===== config.mk =====
export PLATFORM = sky130hd
export DESIGN_NAME = fir_tap_loader
export DESIGN_NICKNAME = d
export VERILOG_FILES = /design/src/rtl/fir_tap_loader.sv
export SDC_FILE = /design/constraint.sdc
export NUM_CORES = 1
export LEC_CHECK = 0
export CAP_MARGIN = 20
export CORE_MARGIN = 2
export CORE_UTILIZATION = 25
export CTS_BUF_LIST = sky130_fd_sc_hd__clkbuf_16
export CTS_CLUSTER_SIZE = 8
export DETAILED_ROUTE_END_ITERATION = 6
export GPL_TIMING_DRIVEN = 0
export SYNTH_ARGS = -nofsm -noshare
export SYNTH_HDL_FRONTEND = slang
export SYNTH_SLANG_ARGS = --single-unit

===== constraint.sdc =====
create_clock -name clk -period 4.5 [get_ports clk]
set_clock_uncertainty 0.05 [all_clocks]
set_input_delay 1.125 -clock clk [delete_from_list [all_inputs] [get_ports clk]]
set_output_delay 1.125 -clock clk [all_outputs]
set_load 0.01 [all_outputs]

===== src/rtl/fir_tap_loader.sv =====
// fir_tap_loader
//   Streams a block of complex FIR coefficients from an upstream valid/ready
//   source into a compute tile. Each accepted tap word is re-issued one cycle
//   later as a tap_valid strobe. Its tap_count index counts down from num-1
//   to 0. A protocol violation sets a sticky err flag: a bad tap count, s_last
//   arriving early, or s_last missing on the final tap.
//
// Ports
//   clk, rst                  clock and synchronous active-high reset
//   start, num                load request and tap count (1..MAX_TAPS)
//   s_valid/s_ready           upstream handshake
//   s_data_r/s_data_i/s_last  upstream tap word and end-of-block marker
//   tap_valid                 one-cycle strobe per issued tap
//   tap_data_r/tap_data_i     registered coefficient (held between strobes)
//   tap_count                 tap index for the current strobe (held)
//   busy                      high whenever the loader is not idle
//   done                      pulse coincident with the final tap strobe
//   err                       sticky protocol-error flag, cleared by rst only
module fir_tap_loader #(
  parameter int DATA_W   = 16,
  parameter int MAX_TAPS = 32,
  parameter int CNT_W    = 5
) (
  input  logic              clk,
  input  logic              rst,
  input  logic              start,
  input  logic [CNT_W:0]    num,
  input  logic              s_valid,
  output logic              s_ready,
  input  logic [DATA_W-1:0] s_data_r,
  input  logic [DATA_W-1:0] s_data_i,
  input  logic              s_last,
  output logic              tap_valid,
  output logic [DATA_W-1:0] tap_data_r,
  output logic [DATA_W-1:0] tap_data_i,
  output logic [CNT_W-1:0]  tap_count,
  output logic              busy,
  output logic              done,
  output logic              err
);

  typedef enum logic [1:0] {
    IDLE  = 2'd0,
    LOAD  = 2'd1,
    DRAIN = 2'd2
  } state_t;

  localparam logic [CNT_W:0] MAX_NUM = (CNT_W+1)'(MAX_TAPS);
  localparam logic [CNT_W:0] ONE_NUM = (CNT_W+1)'(1);

  state_t              state_q, state_d;
  logic [CNT_W-1:0]    idx_q, idx_d;
  logic                tap_valid_q, tap_valid_d;
  logic [DATA_W-1:0]   tap_data_r_q, tap_data_r_d;
  logic [DATA_W-1:0]   tap_data_i_q, tap_data_i_d;
  logic [CNT_W-1:0]    tap_count_q, tap_count_d;
  logic                done_q, done_d;
  logic                err_q, err_d;
  logic [CNT_W:0]      num_m1;
  logic                beat;

  // num_m1 always fits in CNT_W bits when num is legal (num <= MAX_TAPS).
  assign num_m1 = num - ONE_NUM;

  // Ready depends on state only, so upstream may wait on s_ready safely.
  assign s_ready = (state_q != IDLE);
  assign busy    = (state_q != IDLE);
  assign beat    = s_valid && s_ready;

  always_comb begin
    state_d      = state_q;
    idx_d        = idx_q;
    tap_valid_d  = 1'b0;
    tap_data_r_d = tap_data_r_q;
    tap_data_i_d = tap_data_i_q;
    tap_count_d  = tap_count_q;
    done_d       = 1'b0;
    err_d        = err_q;

    unique case (state_q)
      IDLE: begin
        if (start) begin
          if ((num == '0) || (num > MAX_NUM)) begin
            err_d = 1'b1;
          end else begin
            idx_d   = num_m1[CNT_W-1:0];
            state_d = LOAD;
          end
        end
      end

      LOAD: begin
        if (beat) begin
          tap_valid_d  = 1'b1;
          tap_data_r_d = s_data_r;
          tap_data_i_d = s_data_i;
          tap_count_d  = idx_q;
          if (idx_q == '0) begin
            if (s_last) begin
              done_d  = 1'b1;
              state_d = IDLE;
            end else begin
              // Upstream still has words for this block: swallow them.
              err_d   = 1'b1;
              state_d = DRAIN;
            end
          end else begin
            idx_d = idx_q - 1'b1;
            if (s_last) begin
              // Block ended early; the short load is abandoned.
              err_d   = 1'b1;
              state_d = IDLE;
            end
          end
        end
      end

      DRAIN: begin
        if (beat && s_last) begin
          state_d = IDLE;
        end
      end

      default: state_d = IDLE;
    endcase
  end

  always_ff @(posedge clk) begin
    if (rst) begin
      state_q      <= IDLE;
      idx_q        <= '0;
      tap_valid_q  <= 1'b0;
      tap_data_r_q <= '0;
      tap_data_i_q <= '0;
      tap_count_q  <= '0;
      done_q       <= 1'b0;
      err_q        <= 1'b0;
    end else begin
      state_q      <= state_d;
      idx_q        <= idx_d;
      tap_valid_q  <= tap_valid_d;
      tap_data_r_q <= tap_data_r_d;
      tap_data_i_q <= tap_data_i_d;
      tap_count_q  <= tap_count_d;
      done_q       <= done_d;
      err_q        <= err_d;
    end
  end

  assign tap_valid  = tap_valid_q;
  assign tap_data_r = tap_data_r_q;
  assign tap_data_i = tap_data_i_q;
  assign tap_count  = tap_count_q;
  assign done       = done_q;
  assign err        = err_q;

endmodule


# Word level (Yosys, flattened, before mapping)
# Index checks and enable logic that the tools add are counted.
classes:
  mux: 22
  add_sub_neg: 2
  n_reduce_logical: 14
  bitwise_logic: 3
  order_cmp: 1
  eq_ne: 10
op_table:
  columns: ["operator", "count"]
  rows:
  - ["two-way mux 5 bit", 4]
  - ["two-way mux 2 bit", 7]
  - ["inequality test 2 bit, second input constant", 6]
  - ["one-hot mux 5 bit (2 select lines)", 1]
  - ["AND reduction 5 bit", 2]
  - ["subtractor 5 x 1 -> 5 bit, second input constant", 2]
  - ["two-way mux 1 bit", 8]
  - ["greater-than comparator 6 bit, second input constant", 1]
  - ["zero test 6 bit", 1]
  - ["inequality test 3 bit, second input constant", 2]
  - ["one-hot mux 2 bit (3 select lines)", 1]
  - ["AND reduction 6 bit", 1]
  - ["zero test 5 bit", 1]
  - ["nonzero test 2 bit", 2]
  - ["OR reduction 4 bit", 1]
  - ["inverter 1 bit", 3]
  - ["equality test 2 x 1 -> 1 bit, second input constant", 1]
  - ["equality test 2 bit, second input constant", 1]
  - ["logical AND 1 bit", 2]
  - ["zero test 2 bit", 1]
  - ["one-hot mux 1 bit (2 select lines)", 1]
  - ["AND reduction 2 bit", 1]
  - ["OR reduction 2 bit", 1]
  - ["logical OR 1 bit", 1]
word_totals:
  word_cells: 60
  output_inout_bits: 42
  ff_bits: 47

# Longest topological paths before layout
# Gate-level depths: netlist of the first run.
depth:
  depth_word: 5
  ltp_mapped: 9
  depth_no_buf: 7

# Least setup slack after synthesis of the first run
# No wires, ideal clock.
synth_timing:
  kind: "input port to flip-flop"
  startpoint: "input num[0]"
  endpoint: "register idx_q[1]"
  stages: 5
  arrival_ns: 2.377
  setup_ns: 0.129
  n_path_buf: 0
  setup_slack_ns: 1.944
  required_ns: 4.321
  cell_sequence: "or4_4 -> o31a_1 -> and2_4 -> nor3_1 -> nor3_2"
synth_between:
  elab_chain_cells: 4
  word_cells_on_any_way: 9
  classes_between: "add/sub (1); order compare (1); eq/ne (1); mux (3); reduce/logical (3)"
synth_rtl:
  columns: ["element", "line_no", "source"]
  rows:
  - ["from (decl)", "27", "input logic [CNT_W:0] num,"]
  - ["subtractor 5 x 1 -> 5 bit, or another cell as far along", "63", "assign num_m1 = num - ONE_NUM;"]
  - ["two-way mux 5 bit or logical OR 1 bit (tied branches)", "83", "if ((num == '0) || (num > MAX_NUM)) begin"]
  - ["two-way mux 5 bit or inequality test 2 bit (tied branches)", null, null]
  - ["one-hot mux 5 bit (2 select lines) or AND reduction 5 bit (tied branches)", null, null]
  - ["to (signal assigned)", "140", "idx_q <= idx_d;"]
  - ["to (decl)", "52", "logic [CNT_W-1:0] idx_q, idx_d;"]
# Several ways; a longest one is shown, not always the timed one. The select of a mux whose other input is x is not followed.
# A chain may end at the register's enable or synchronous reset.

# Final worst setup path of the first run
layout_timing:
  startpoint: "input s_valid"
  endpoint: "register tap_count_q[2], in the netlist tap_count[2]"
layout_between:
  elab_chain_cells: 2
layout_rtl:
  columns: ["element", "line_no", "source"]
  rows:
  - ["from (decl)", "28", "input logic s_valid,"]
  - ["logical AND 1 bit", "68", "assign beat = s_valid && s_ready;"]
  - ["AND reduction 2 bit (no line)", null, null]
  - ["to (signal assigned)", "144", "tap_count_q <= tap_count_d;"]
  - ["to (decl)", "56", "logic [CNT_W-1:0] tap_count_q, tap_count_d;"]
# No other way between the ends.

==> metrics.md, run 1 <==
| Metric | Value |
|---|---|
| Final setup fails | `0` |
| Final Util | `41.4%` |
| Post-Synth Simple-Gate Area | `25.1%` |
| Critical path fanouts, max | `10` |
| First-pass GRT wire length | `8.45 mm` |
| Slew Limit Fails | `0` |
| CTS Buffer Depth | `2` |
| Syn_area_per_cell | `7.90 um^2` |
| CTS sink count | `47` |
| WS Path Type | `in2reg` |
| Reg2Reg Depth | `8` |
| Synth area leaders | `dfxtp_1, nand2_1, a21oi_1, clkbuf_1, nor2_1` |
| Compound-cell area share of the yosys netlist | `19.5%` |
| Reg2reg setup slack | `2190 ps` |
| Hold_ws | `403 ps` |
| Initial antenna violation count | `0` |
| F_max | `351 MHz` |
| Cts bufs inserted | `5` |
| Gate count after technology mapping | `242` |
| DR vias | `1901` |
| Area share of the leading cell type in the synthesized netlist | `49.2%` |
| Final worst path period share | `63.4%` |
| Pwr dens | `328 nW/um^2` |
| Post-Route WL | `5.12 mm` |
| FF+latch count, synth | `47` |
| Clk slew on worst S/H paths | `60 ps` |
| Most frequent cells in the layout | `clkdlybuf4s50_1, nand2_1, dfxtp_1` |
| Netlist Area Pre-Place | `1910 um^2` |
| Number of distinct library cells after synthesis | `40` |
| CTS tree | `yes` |
| Worst setup EP type | `flop` |
| Vias in the first global route | `1842` |
| Psw | `0.226 mW` |
| CTS Hold Bufs | `0` |
| Synth warn | `0` |
| Status | `finished clean` |
| Total GRT Usage | `12.4%` |
| Routability cong. | `0.844` |
| Die area | `8360 um^2` |
| Proportion of layout cells with a drive suffix above 1 | `4.50%` |
| Max-Cap Viols | `0` |
| Sequential area share after synthesis | `49.2%` |
| Hold EP | `tap_data_i[9]` |
| Reg2Reg Launch Point | `state_q[1]` |
| Combinational Power Share | `15.1%` |
| Clock Power Share | `40.6%` |
| P_int | `0.771 mW` |
| Worst EP arrival | `3010 ps` |
| Synth area leader | `dfxtp_1` |
| RSZ-0062 raised after global routing | `no` |
| Minimum clock period | `2850 ps` |
| Mux contribution to synthesized area | `1.05%` |
| Final Hold Vio Count | `0` |
| Chip Width | `91.5 um` |
| Setup TNS | `0 ps` |
| P_leak | `1.05 nW` |
| Fin area | `3040 um^2` |
| Iteration-0 DRC Markers | `36` |
| CTS Root Cell | `clkbuf_16` |
| # Post-CTS Setup Buffers | `0` |
| Clk Latency, worst-skew pair | `280 ps` |
| # diodes | `0` |
| Design Power | `0.997 mW` |
| Startpoint types | `input port` |
| Adder-cell share of the synthesized area | `0.654%` |
| GR Overflow Total | `0` |
| Routed wire per std cell | `11.9 um` |
| Core area | `7330 um^2` |
| Area Overhead vs Synth | `58.8%` |
| Detail Route Antenna Nets | `0` |
| Worst hold path depth | `2` |
| I/O pins | `85` |
| Row count | `31` |
| Slew @ Worst Pin | `499 ps` |
| Post-CTS resize count | `0` |
| Syn nets | `286` |
| Initial Util | `26.1%` |
| DRT Pass-1 Iters | `4` |
| Vert. Die Dim | `91.5 um` |
| Largest net degree at the start of global routing | `14` |
| Post-Synth XOR/XNOR Area | `0.916%` |
| Commonest non-fill, non-tap cell in the layout | `clkdlybuf4s50_1` |
| Final nets | `377` |
| Flop pwr share | `44.3%` |
| Placed wire-length estimate | `3.80 mm` |
| Port bufs | `84` |
| Hold crit path type | `reg2reg` |
| CP Data Required Time | `4660 ps` |
| Net Sw Frac | `22.6%` |
| Slew headroom | `66.7%` |
| Hold_sp | `tap_data_i[9]` |
| Placed instance area | `2880 um^2` |
| Largest family of logic cells by synthesized area | `simple AND/OR/NAND/NOR gates` |
| Vias per cell | `4.40` |
| Drt drc | `0` |
| Reg2reg end | `idx_q[4]` |
| Maximum VDD drop | `0.139 mV` |
| H-Tree Depth | `2` |
flip-flops by register name, indices dropped and copies added, names as in the netlist:
name,cells
tap_count,5
tap_data_i,16
state_q,2
done,1
idx_q,5
tap_valid,1
tap_data_r,16
err,1
cell families after synthesis:
group,count (synthesis)
flip-flops,47
AND/OR/NAND/NOR,108
buffers and inverters,17
adder cells (fa/ha/maj),1
XOR/XNOR,2
multiplexers,2
AO/OA/AOI/OAI,65
area by class of cell:
type | instances | area (um^2)
Multi-Input combinational cell | 178 | 902
Clock buffer | 5 | 125
Buffer | 17 | 68.8
Sequential cell | 47 | 941
Tap cell | 99 | 124
Fill cell | 740 | 4300
Timing Repair Buffer | 84 | 841
Clock inverter | 2 | 33.8
how the worst max path moves through the flow:
stage               slack [ps]  cells past startpoint     from             end
floorplan                 1940                      5   num[0]        idx_q[1]
global placement          1340                      7  s_valid  tap_data_r[11]
detailed placement        1310                      7  s_valid    tap_count[2]
CTS                       1600                      7  s_valid    tap_count[2]
global route              1360                      7  s_valid   tap_data_r[8]
finish                    1650                      7  s_valid    tap_count[2]
per-layer routing:
layer | track usage, % | up-vias | wire length, um
li1 | - | 989 | -
met1 | 15.7 | 843 | 2420
met2 | 19.4 | 62 | 2220
met3 | 5.06 | 7 | 434
met4 | 3.41 | 0 | 56
met5 | 0 | - | 0
per-stage QoR:
step	std cells	setup WS (ps)
final	432	1650
after global routing	432	1360
after CTS	432	1600
after detailed placement	425	1310
after global placement	425	1340
after floorplan	242	1940
worst max-delay path, cell delays in order:
cell             delay [ps]
clkdlybuf4s50_1         590
nand2_1                 130
nor2_1                  130
clkbuf_1                400
buf_1                   390
nand2_1                 100
a21oi_1                 130
cell usage after synthesis, drive strengths merged:
cell and instances:
nand3 1, nand2 79, xor2 2, nor2 7
dfxtp 47, nor4bb 1, a21oi 46, o21bai 1
and2 2, ha 1, nor3b 2, o31ai 1
and3b 1, and3 1, buf 4, a21o 2
or4 1, a2bb2oi 1, o32ai 1, or3 1
nand2b 2, o21a 1, clkbuf 13, nor3 5
nand3b 2, o211ai 1, nor2b 1, o21ai 7
o31a 2, nor4b 1, or2 1, a31o 1
a221oi 1, mux2i 2
power by group through the flow:
stage	Combinational [mW]	Sequential, mW	Clock [mW]
2_1_floorplan	0.0694	0.453	0
3_3_place_gp	0.152	0.450	0
3_5_place_dp	0.152	0.450	0
4_1_cts	0.153	0.441	0.417
5_1_grt	0.167	0.443	0.435
6_report	0.151	0.441	0.405
Power figures use the tool's default switching activity.
==> inputs of run 2 (changes only) <==
==> constraint.sdc (replaced) <==
create_clock -name clk -period 2.4 [get_ports clk]
set_clock_uncertainty 0.05 [all_clocks]
set_input_delay 0.6 -clock clk [delete_from_list [all_inputs] [get_ports clk]]
set_output_delay 0.6 -clock clk [all_outputs]
set_load 0.01 [all_outputs]
==> metrics.md, run 2 (same netlist as run 1, synthesis figures left out) <==
| Metric | Value |
|---|---|
| Post-CTS resize count | `0` |
| Hold_sp | `tap_data_i[9]` |
| Worst setup EP type | `flop` |
| Reg2Reg Depth | `8` |
| Largest net degree at the start of global routing | `14` |
| Die area | `8360 um^2` |
| H-Tree Depth | `2` |
| I/O pins | `85` |
| Initial antenna violation count | `0` |
| Routed wire per std cell | `11.9 um` |
| First-pass GRT wire length | `8.45 mm` |
| Routability cong. | `0.844` |
| DR vias | `1906` |
| P_int | `1.45 mW` |
| CTS sink count | `47` |
| Setup TNS | `0 ps` |
| WS Path Type | `in2reg` |
| Placed cell count | `425` |
| Row count | `31` |
| Vias per cell | `4.41` |
| Core area | `7330 um^2` |
| GR Overflow Total | `0` |
| Total GRT Usage | `12.4%` |
| Final Hold Vio Count | `0` |
| Slew headroom | `66.8%` |
| Max-Cap Viols | `0` |
| Port bufs | `84` |
| P_leak | `1.06 nW` |
| Critical path fanouts, max | `5` |
| Clk Latency, worst-skew pair | `280 ps` |
| Pwr dens | `614 nW/um^2` |
| Minimum clock period | `2290 ps` |
| Final nets | `377` |
| Worst hold path depth | `2` |
| Cts bufs inserted | `5` |
| CTS Hold Bufs | `0` |
| Combinational Power Share | `15.2%` |
| Chip Width | `91.5 um` |
| RSZ-0062 raised after global routing | `no` |
| Final Util | `41.5%` |
| Slew @ Worst Pin | `497 ps` |
| CTS Root Cell | `clkbuf_16` |
| Hold EP | `tap_data_i[9]` |
| Psw | `0.422 mW` |
| Status | `finished clean` |
| Initial Util | `26.1%` |
| Reg2reg end | `idx_q[4]` |
| Clock Power Share | `40.5%` |
| Worst EP arrival | `2390 ps` |
| Detail Route Antenna Nets | `0` |
| Net Sw Frac | `22.6%` |
| Reg2Reg Launch Point | `state_q[1]` |
| CP Data Required Time | `2500 ps` |
| Clk slew on worst S/H paths | `60 ps` |
| Placed wire-length estimate | `3.80 mm` |
| Final std cells w/o fill | `432` |
| # Post-CTS Setup Buffers | `0` |
| F_max | `437 MHz` |
| Vias in the first global route | `1842` |
| Final setup fails | `0` |
| Hold crit path type | `reg2reg` |
| CTS tree | `yes` |
| Hold_ws | `403 ps` |
| Commonest non-fill, non-tap cell in the layout | `clkdlybuf4s50_1` |
| Maximum VDD drop | `0.261 mV` |
| Proportion of layout cells with a drive suffix above 1 | `5.71%` |
| Startpoint types | `input port` |
| Reg2reg setup slack | `250 ps` |
| Final worst path period share | `95.4%` |
| Flop pwr share | `44.3%` |
| Area Overhead vs Synth | `59.0%` |
| CTS Buffer Depth | `2` |
| Most frequent cells in the layout | `clkdlybuf4s50_1, nand2_1, dfxtp_1` |
| Slew Limit Fails | `0` |
| DRT Pass-1 Iters | `4` |
| Vert. Die Dim | `91.5 um` |
| # diodes | `0` |
| Post-Route WL | `5.12 mm` |
| Drt drc | `0` |
| Iteration-0 DRC Markers | `38` |
[run 2: cell count changes in the layout (fill, tap and decap cells not counted)]
cell,change
clkbuf_1,-3
buf_1,-1
clkbuf_2,+4
[run 2: how the worst max path moves through the flow]
stage / to / start / cells past startpoint / slack, ps
floorplan: idx_q[1] / num[0] / 5 / 370
global placement: tap_data_r[11] / s_valid / 7 / -240
detailed placement: tap_count[2] / s_valid / 7 / -260
CTS: tap_count[2] / s_valid / 7 / 20
global route: tap_count[2] / s_valid / 7 / 5
finish: idx_q[1] / num[0] / 6 / 110
[run 2: routing by layer]
metal  global-route usage (%)  up-vias  wire length (um)
met5                        0        -                 0
met4                     3.41        0                56
met3                     5.06        7               447
met2                     19.4       65              2210
met1                     15.7      844              2410
li1                         -      990                 -
[run 2: stage by stage]
stage	setup slack [ps]	cell area (um^2)	power (mW)
finish	111	3040	1.87
global route	5.37	3040	1.96
detailed placement	-260	2880	1.13
global placement	-237	2880	1.13
CTS	23.2	3040	1.89
floorplan	369	1910	0.979
[run 2: layout make-up]
cell class,instances,area [um^2]
well taps,99,124
multi-input cells,178,902
flip-flops and latches,47,941
repair buffers,84,841
plain buffers,17,73.8
fillers,736,4290
clock buffers,5,125
clock inverters,2,33.8
[run 2: worst max-delay path, stage by stage]
cell and delay, ps:
clkdlybuf4s50_1 450, or4_4 590, o31a_1 300, and2_4 180
nor3_1 210, nor3_2 60
[run 2: power groups by stage]
stage / clock (mW) / sequential [mW] / combinational (mW)
2_1_floorplan: 0 / 0.849 / 0.130
3_3_place_gp: 0 / 0.844 / 0.285
3_5_place_dp: 0 / 0.844 / 0.285
4_1_cts: 0.781 / 0.827 / 0.287
5_1_grt: 0.815 / 0.831 / 0.314
6_report: 0.758 / 0.827 / 0.284
==> inputs of run 3 (changes only) <==
--- a/config.mk
+++ b/config.mk
@@ -11,6 +11,7 @@
 export CTS_BUF_LIST = sky130_fd_sc_hd__clkbuf_16
 export CTS_CLUSTER_SIZE = 8
 export DETAILED_ROUTE_END_ITERATION = 6
+export GPL_ROUTABILITY_DRIVEN = 0
 export GPL_TIMING_DRIVEN = 0
 export SYNTH_ARGS = -nofsm -noshare
 export SYNTH_HDL_FRONTEND = slang
==> results of run 3 <==
No change in the layout: final DEF, timing and power equal those of run 2.
==> patch: new RTL, settings of run 3 <==
Take the reset off `tap_data_r_q` and `tap_data_i_q` and load them in a clocked block of their own.
--- a/src/rtl/fir_tap_loader.sv
+++ b/src/rtl/fir_tap_loader.sv
@@ -131,6 +131,4 @@
       idx_q        <= '0;
       tap_valid_q  <= 1'b0;
-      tap_data_r_q <= '0;
-      tap_data_i_q <= '0;
       tap_count_q  <= '0;
       done_q       <= 1'b0;
@@ -140,10 +138,13 @@
       idx_q        <= idx_d;
       tap_valid_q  <= tap_valid_d;
-      tap_data_r_q <= tap_data_r_d;
-      tap_data_i_q <= tap_data_i_d;
       tap_count_q  <= tap_count_d;
       done_q       <= done_d;
       err_q        <= err_d;
     end
+  end
+
+  always_ff @(posedge clk) begin
+    tap_data_r_q <= tap_data_r_d;
+    tap_data_i_q <= tap_data_i_d;
   end
 
Check against the original RTL: differs if rst is asserted again (counterexample within 4 cycles, from zero or initial values and one cycle with rst high); with rst held inactive, the same outputs for 10 cycles.
==> patch against run 3 <==
  * Final area is 0.99% lower
  * Highest routed layer unchanged
  * Total power increased by 4.5%
  * Non-clock buffer count down 7
  * Largest power group unchanged
  * Worst setup slack worse by 0.051 ns
  * Register-to-register slack worse by 0.09 ns
  * Largest cell class unchanged
  * Routed wire length decreased by 14%
  * Synthesized area down 4.8%
  * Worst hold slack better by 0.0013 ns
  * Sequential cell count is the same
==> patch: results (changes against run 3) <==
Placed design
  • Post-DP HPWL: 3.320 mm (was 3.801 mm)
  • Dpl ws: -0.6161 ns (was -0.2604 ns)
  • Post-placement cell count: 330 (was 425)
  • PortBufs: 83 (was 84)

Cells and area
  • Sequential cells: 47 (unchanged)
  • Multi-input gates: 87 (was 178)
  • Fraction of area in multi-input gates: 0.1754 (was 0.2967)
  • Non-CTS buffers: 94 (was 101)
  • Share of cells above drive strength 1: 0.09917 (was 0.05706)
  • Buffer share of cell area: 0.2993 (was 0.3008)
  • Clk tree area frac: 0.05611 (was 0.05226)
  • Seq. cell area: 1261 sq um (was 940.9 sq um)

Logic synthesis
  • XOR/XNOR Fraction of Synth Area: 0.009622 (was 0.009162)
  • Netlist cell types: 32 (was 40)
  • Top cell type's share of synthesized area: 0.5278 (was 0.4921)
  • Syn nets: 191 (was 286)
  • Post-synthesis mux area share: 0.01100 (was 0.01047)
  • Synth Area in Compound Gates: 0.1120 (was 0.1950)
  • Post-synth EDFFs: 32 (was 0)
  • Sequential fraction of the synthesis area: 0.6928 (was 0.4921)
  • Syn Area/Cell: 12.38 sq um (was 7.900 sq um)

Hold path
  • Hold EP: tap_count[3]$_SDFFE_PP0P_ (was tap_data_i[9]$_SDFFE_PP0P_)

Critical path
  • CP peak stage delay: 0.51 ns (was 0.59 ns)
  • RR Endpoint: idx_q[1]$_SDFFE_PP0P_ (was idx_q[4]$_SDFFE_PP0P_)
  • Critical Path End: idx_q[3]$_SDFFE_PP0P_ (was idx_q[1]$_SDFFE_PP0P_)
  • Worst Reg-to-Reg Cells: 7 (was 8)
  • Flop2flop setup slack: 0.16 ns (was 0.25 ns)
  • Worst R2R Start: idx_q[2]$_SDFFE_PP0P_ (was state_q[1]$_SDFFE_PP0P_)
  • Worst-path fanout max: 7 (was 5)
  • Crit path DAT: 2.49 ns (was 2.39 ns)

Global route
  • First-pass GRT wire length: 6.561 mm (was 8.452 mm)
  • GRT Total Usage: 0.1097 (was 0.1240)
  • Vias in the first global route: 1314 (was 1842)

Status
  • Status: finished clean (unchanged)

Power
  • Maximum VDD drop: 0.2918 mV (was 0.2613 mV)
  • Leak pwr: 1.023 nW (was 1.064 nW)

Timing
  • Rel. slew slack: 0.6684 (about the same)

Routing
  • Vias post-DR: 1509 (was 1906)
  • Per-cell routed wire length: 12.88 um (was 11.86 um)
-- patch: power breakdown --
part	switching (mW)	leakage (nW)	internal, mW
logic	0.121	0.526	0.147
registers	0.0166	0.413	0.898
clock network	0.278	0.0838	0.491
-- patch: what timing repair did --
action | in CTS | in global routing
cloned | 1 | 0
buffers inserted | 1 | 2
resized for setup | 8 | 7
endpoints found under the setup margin | 41 | 30
pin swaps | 1 | 4
-- patch: metal layers --
| metal | GRT usage | wire [um] | vias to the layer above |
|---|---|---|---|
| met2 | 0.1764 | 1897 | 87 |
| met3 | 0.03047 | 437 | 4 |
| met5 | 0 | 0 | - |
| met1 | 0.1410 | 2017 | 682 |
| li1 | - | - | 736 |
| met4 | 0.04071 | 39 | 0 |
-- patch: metrics by stage --
stage / instance area, sq um / hold WS [ns]
2_1_floorplan: 1821 / 0.4016
3_3_place_gp: 2775 / 0.3932
3_5_place_dp: 2803 / 0.3999
4_1_cts: 2998 / 0.4087
5_1_grt: 3010 / 0.4173
6_report: 3010 / 0.4038
